### config.mk
export PLATFORM = sky130hd
export DESIGN_NAME = timer0_peripheral
export DESIGN_NICKNAME = d
export VERILOG_FILES = /design/src/rtl/timer0_peripheral.sv
export SDC_FILE = /design/constraint.sdc
export NUM_CORES = 1
export LEC_CHECK = 0
export ABC_AREA = 1
export ABC_CLOCK_PERIOD_IN_PS = 2020
export BUFFER_PORTS_ARGS = -buffer_cell sky130_fd_sc_hd__buf_2
export CORE_MARGIN = 4
export CORE_UTILIZATION = 45
export DETAILED_ROUTE_END_ITERATION = 10
export PLACE_DENSITY = 0.68
export SYNTH_ARGS = -nofsm -noshare
export SYNTH_HDL_FRONTEND = slang
export SYNTH_SLANG_ARGS = --single-unit
### constraint.sdc
create_clock -name clk -period 2.02 [get_ports clk]
set_input_delay 0.606 -clock clk [delete_from_list [all_inputs] [get_ports clk]]
set_output_delay 0.606 -clock clk [all_outputs]
set_load 0.02 [all_outputs]
### src/rtl/timer0_peripheral.sv
// Timer0 peripheral for the midrange PIC16F core: TMR0, OPTION_REG, prescaler and Q-cycle divider.
// Define TIMER0_EXT_CLK_EN to build the t0cki synchronizer and external count source.
module timer0_peripheral (
    input  logic       clk,
    input  logic       rst,
    input  logic [8:0] extern_peripherals_addr,
    input  logic [7:0] extern_peripherals_data_in,
    input  logic       extern_peripherals_wr_en,
    output logic [7:0] extern_peripherals_data_out,
    input  logic       t0cki,
    output logic [7:0] option_reg_out,
    output logic       t0if_set
);

    logic [7:0] tmr0;
    logic [7:0] option_reg;
    logic [7:0] prescaler;
    logic [1:0] q_phase;
    logic [1:0] inhibit;

    logic       tick;
    logic       sel_tmr0;
    logic       sel_option;
    logic       wr_tmr0;
    logic       wr_option;
    logic       src_event;
    logic       count_en;
    logic       tmr0_inc;
    logic [7:0] ps_mask;

    // Bit 8 is the bank-pair select, so both banks alias onto the same registers.
    assign sel_tmr0   = (extern_peripherals_addr[7:0] == 8'h01);
    assign sel_option = (extern_peripherals_addr[7:0] == 8'h81);
    assign wr_tmr0    = extern_peripherals_wr_en && sel_tmr0;
    assign wr_option  = extern_peripherals_wr_en && sel_option;

    assign tick = (q_phase == 2'd3);

`ifdef TIMER0_EXT_CLK_EN
    logic t0_sync_p0;
    logic t0_sync_p1;
    logic t0_prev_p2;
    logic ext_edge;

    // Two-flop synchronizer, then one flop of history for edge detection.
    always_ff @(posedge clk) begin
        if (rst) begin
            t0_sync_p0 <= 1'b0;
            t0_sync_p1 <= 1'b0;
            t0_prev_p2 <= 1'b0;
        end else begin
            t0_sync_p0 <= t0cki;
            t0_sync_p1 <= t0_sync_p0;
            t0_prev_p2 <= t0_sync_p1;
        end
    end

    assign ext_edge  = option_reg[4] ? (t0_prev_p2 & ~t0_sync_p1)
                                     : (~t0_prev_p2 & t0_sync_p1);
    assign src_event = option_reg[5] ? ext_edge : tick;
`else
    logic unused_t0cki;
    assign unused_t0cki = t0cki;
    assign src_event    = tick;
`endif

    // PS selects a 2^(PS+1) ratio; at PS=7 the shift wraps to zero and the mask becomes 0xFF.
    assign ps_mask  = (8'd2 << option_reg[2:0]) - 8'd1;
    assign count_en = src_event && (inhibit == 2'd0);
    assign tmr0_inc = count_en && (option_reg[3] || ((prescaler & ps_mask) == ps_mask));

    always_ff @(posedge clk) begin
        if (rst) begin
            tmr0       <= 8'h00;
            option_reg <= 8'hFF;
            prescaler  <= 8'h00;
            q_phase    <= 2'd0;
            inhibit    <= 2'd0;
            t0if_set   <= 1'b0;
        end else begin
            q_phase  <= q_phase + 2'd1;
            t0if_set <= tmr0_inc && (tmr0 == 8'hFF) && !wr_tmr0;

            if (wr_tmr0) begin
                tmr0 <= extern_peripherals_data_in;
            end else if (tmr0_inc) begin
                tmr0 <= tmr0 + 8'd1;
            end

            if (wr_tmr0) begin
                inhibit <= 2'd2;
            end else if (tick && (inhibit != 2'd0)) begin
                inhibit <= inhibit - 2'd1;
            end

            if (wr_option) begin
                option_reg <= extern_peripherals_data_in;
            end

            // Reassigning the prescaler between Timer0 and the WDT side restarts it.
            if (wr_tmr0 || (wr_option && (extern_peripherals_data_in[3] != option_reg[3]))) begin
                prescaler <= 8'h00;
            end else if (count_en && !option_reg[3]) begin
                prescaler <= prescaler + 8'd1;
            end
        end
    end

    always_comb begin
        extern_peripherals_data_out = 8'h00;
        if (sel_tmr0) begin
            extern_peripherals_data_out = tmr0;
        end else if (sel_option) begin
            extern_peripherals_data_out = option_reg;
        end
    end

    assign option_reg_out = option_reg;

endmodule
==> results.yml <==
timing:
  fin_worst_skew_ps: 5.05
  hold_viol: 0
  worst_slack_ps: -99.8
  max_slew_margin_pct: 79.9
  period_share_pct: 105
  fmax_mhz: 472
  worst_pin_slew_ps: 299
  layout_min_cycle_time_ps: 2120
  setup_viol: 8
  rsz0062_at_grt: "true"
  whs_ps: 422
  drv_slew: 0
worst_hold_path:
  whs_endpoint: "q_phase[0]"
  holdCritPathClass: "register to register"
  hp-start: "q_phase[0]"
  whs_path_depth: 1
clock_tree:
  cts_buffers: 5
  clock_path_buffers: 2
  htree_num_levels: 2
  clk_pin_slew_ps: 60
  insertion_delay_ps: 280
  cts_tree: "built"
  ctsHoldBuffers: 0
  cts_root_buf: "clkbuf_8"
  cts.sinks: 29
setup_path:
  critical_path_required_ps: 1410
  reg2regPathDepth: 11
  worst_ep_arrival_time_ps: 1510
  end_kind: "primary output"
  worstSetupPathType: "primary input to primary output"
  crit_chain: "buf_6, inv_2, nand2_2, nor3_4, nand2_2, buf_8, o22ai_4, buf_6"
  max_stage_delay_ps: 180
  crit_slowest_cell: "o22ai_4"
  crit_fanout: 8
  path_buf_inv: 4
  crit_family: "buffers and inverters"
  r2r-start: "inhibit[0]"
  start_kind: "primary input"
  r2r_slack_ps: 400
  r2r_end: "prescaler[7]"
yosys:
  synth_seq_area_share_pct: 34.7
  synth_cell_types: 30
  ys_warn_count: 0
  synth_seq_cells: 29
  syn-mean-instance-area_um2: 6.97
  syn_inst: 240
  syn_nets: 265
  synth_area_um2: 1670
floorplanning:
  core_um2: 3470
  core.rowCount: 21
  num_io_pins: 38
  dieWidth_um: 69.0
  dieArea_um2: 4750
  start_util_pct: 48.2
  die_y_um: 69.0
finish:
  syn2layout_area_growth_pct: 30.4
  drive_above_1_share_pct: 30.0
  n_antenna_cell: 0
  fin_util_pct: 62.8
  num-nets-final: 311
route:
  drtIter0Drc: 84
  vias: 1603
  drtPass1Iterations: 4
  avgRoutedWirePerCell_um: 11.9
  vias_per_cell: 4.81
  remaining_drc_errors: 0
  antenna_left: 0
  wirelength_mm: 3.98
placement:
  place_ws_ps: -242
  hpwl_mm: 3.02
  place.gp.congestion: 0.818
  numPortBuffers: 35
grt:
  grtUsageTotal_pct: 19.1
  grt_pass1_wl_mm: 6.72
  use_met1_pct: 23.4
  grt_start_max_net_pins: 14
  grt_busiest_layer: "met2"
  use_met2_pct: 31.4
  antenna_found_initial: 0
  overflow: 0
  first_global_vias: 1529
  grt_util_met3_pct: 5.02
power:
  power_density_nw_per_um2: 526
  p_total_mw: 1.15
  vdd_drop_max_mv: 0.431
  p_leak_nw: 0.965
job:
  drv_cap: 0
run_status:
  violations: "setup timing"
  outcome: "complete, but fails checks"
-- flip-flops by register name (all words and copies together) (netlist names) --
name / count
t0if_set: 1
inhibit: 2
tmr0: 8
q_phase: 2
prescaler: 8
option_reg_out: 8
-- layout by cell type (no fill, tap or decap), types with 2 or more instances in the layout --
master    synthesis  routed
o21ai_2           3       6
buf_6             0      10
nor3b_2           2       2
o21ai_0          12       8
inv_1            31      27
dfxtp_1          29      29
inv_4             0       2
clkinv_2          0       2
a21oi_2           2       2
xnor2_1           2       2
buf_2             2      24
nor4_1            2       2
a21oi_1          12      12
nand2_2           6       7
nor3_1            3       3
o22ai_4           0       4
xor2_1            4       4
clkbuf_8          0       5
nand3_1          18      18
inv_2             1       3
nand2_1          63      61
ha_1              4       4
buf_4             0       7
nor3_4            2       2
nand2_4           2       3
nor2_1           27      27
-- area by class of cell --
cell class,count,area [um2]
clock inverters,2,10.0
flip-flops and latches,29,581
inverters,34,138
clock buffers,6,72.6
multi-input cells,173,1000
repair buffers,43,320
well taps,46,57.6
fillers,341,1290
-- worst max-delay path by stage --
stage                                     from                             end  slack, ps  cells after the start
global route        extern_peripherals_addr[1]  extern_peripherals_data_out[2]       -160                      8
detailed placement  extern_peripherals_addr[4]  extern_peripherals_data_out[2]       -240                      8
global placement    extern_peripherals_addr[4]  extern_peripherals_data_out[0]       -210                      8
floorplan           extern_peripherals_addr[1]  extern_peripherals_data_out[0]        -60                      5
finish              extern_peripherals_addr[1]  extern_peripherals_data_out[1]       -100                      8
CTS                 extern_peripherals_addr[5]  extern_peripherals_data_out[3]       -140                      8
-- worst register-to-register path, stage by stage, from the launching register on --
cell and delay, ps:
dfxtp_1 310, inv_1 60, ha_1 160, nand2_1 60
inv_1 110, nand2_1 140, inv_1 180, nand2_1 90
nor2_1 140, nand2_1 90, nor2_1 120, nor3b_2 60
-- routing by layer --
metal  routed length, um  up-vias
met5                   0        -
met3                 254        6
met4                  61        0
li1                    -      859
met2                1870       41
met1                1790      697
-- logic make-up after synthesis --
kind of cell / after synthesis / share of synthesized area [%]
buffers and inverters: 38 / 9.95
flip-flops: 29 / 34.7
AND/OR/NAND/NOR: 129 / 36.8
XOR/XNOR: 6 / 3.14
AO/OA/AOI/OAI: 34 / 12.4
adder cells (fa/ha/maj): 4 / 2.99
-- cell usage after synthesis --
cell / instances / area (um2)
nand2_1: 63 / 236
nand3_4: 1 / 17.5
nor2_1: 27 / 101
buf_2: 2 / 10.0
or2_2: 1 / 6.26
xnor2_1: 2 / 17.5
nor2_4: 1 / 11.3
buf_12: 1 / 20.0
clkinv_4: 1 / 8.76
xor2_1: 4 / 35.0
ha_1: 4 / 50.1
dfxtp_1: 29 / 581
o21ai_2: 3 / 26.3
nand2_4: 2 / 22.5
nand2_2: 6 / 37.5
clkbuf_1: 1 / 3.75
inv_1: 31 / 116
nand4_1: 1 / 6.26
nor3b_2: 2 / 25.0
inv_2: 1 / 3.75
nor4_1: 2 / 12.5
a21oi_1: 12 / 60.1
o22ai_1: 4 / 25.0
clkinv_1: 1 / 3.75
o21bai_4: 1 / 18.8
a21oi_2: 2 / 17.5
nor3_1: 3 / 15.0
o21ai_0: 12 / 60.1
nor3_4: 2 / 32.5
nand3_1: 18 / 90.1
-- where the power goes --
part           internal [mW]  switching [mW]
sequential             0.581         0.00573
combinational         0.0456          0.0623
clock                  0.238           0.215
total                  0.864           0.283
-- per-stage QoR --
stage,std cells,cell area (um2),setup TNS [ps]
6_report,333,2180,-568
2_1_floorplan,240,1670,-353
5_1_grt,333,2180,-1020
3_5_place_dp,324,1940,-1560
3_3_place_gp,324,1940,-1380
4_1_cts,333,2160,-883
-- repair_timing --
item,4_1_cts,5_1_grt
setup endpoints to repair,8,8
buffers inserted,1,0
pin swaps,3,5
endpoints found under the hold margin,0,0
resized for setup,32,8
No activity file was read; power rests on OpenSTA's default activity.
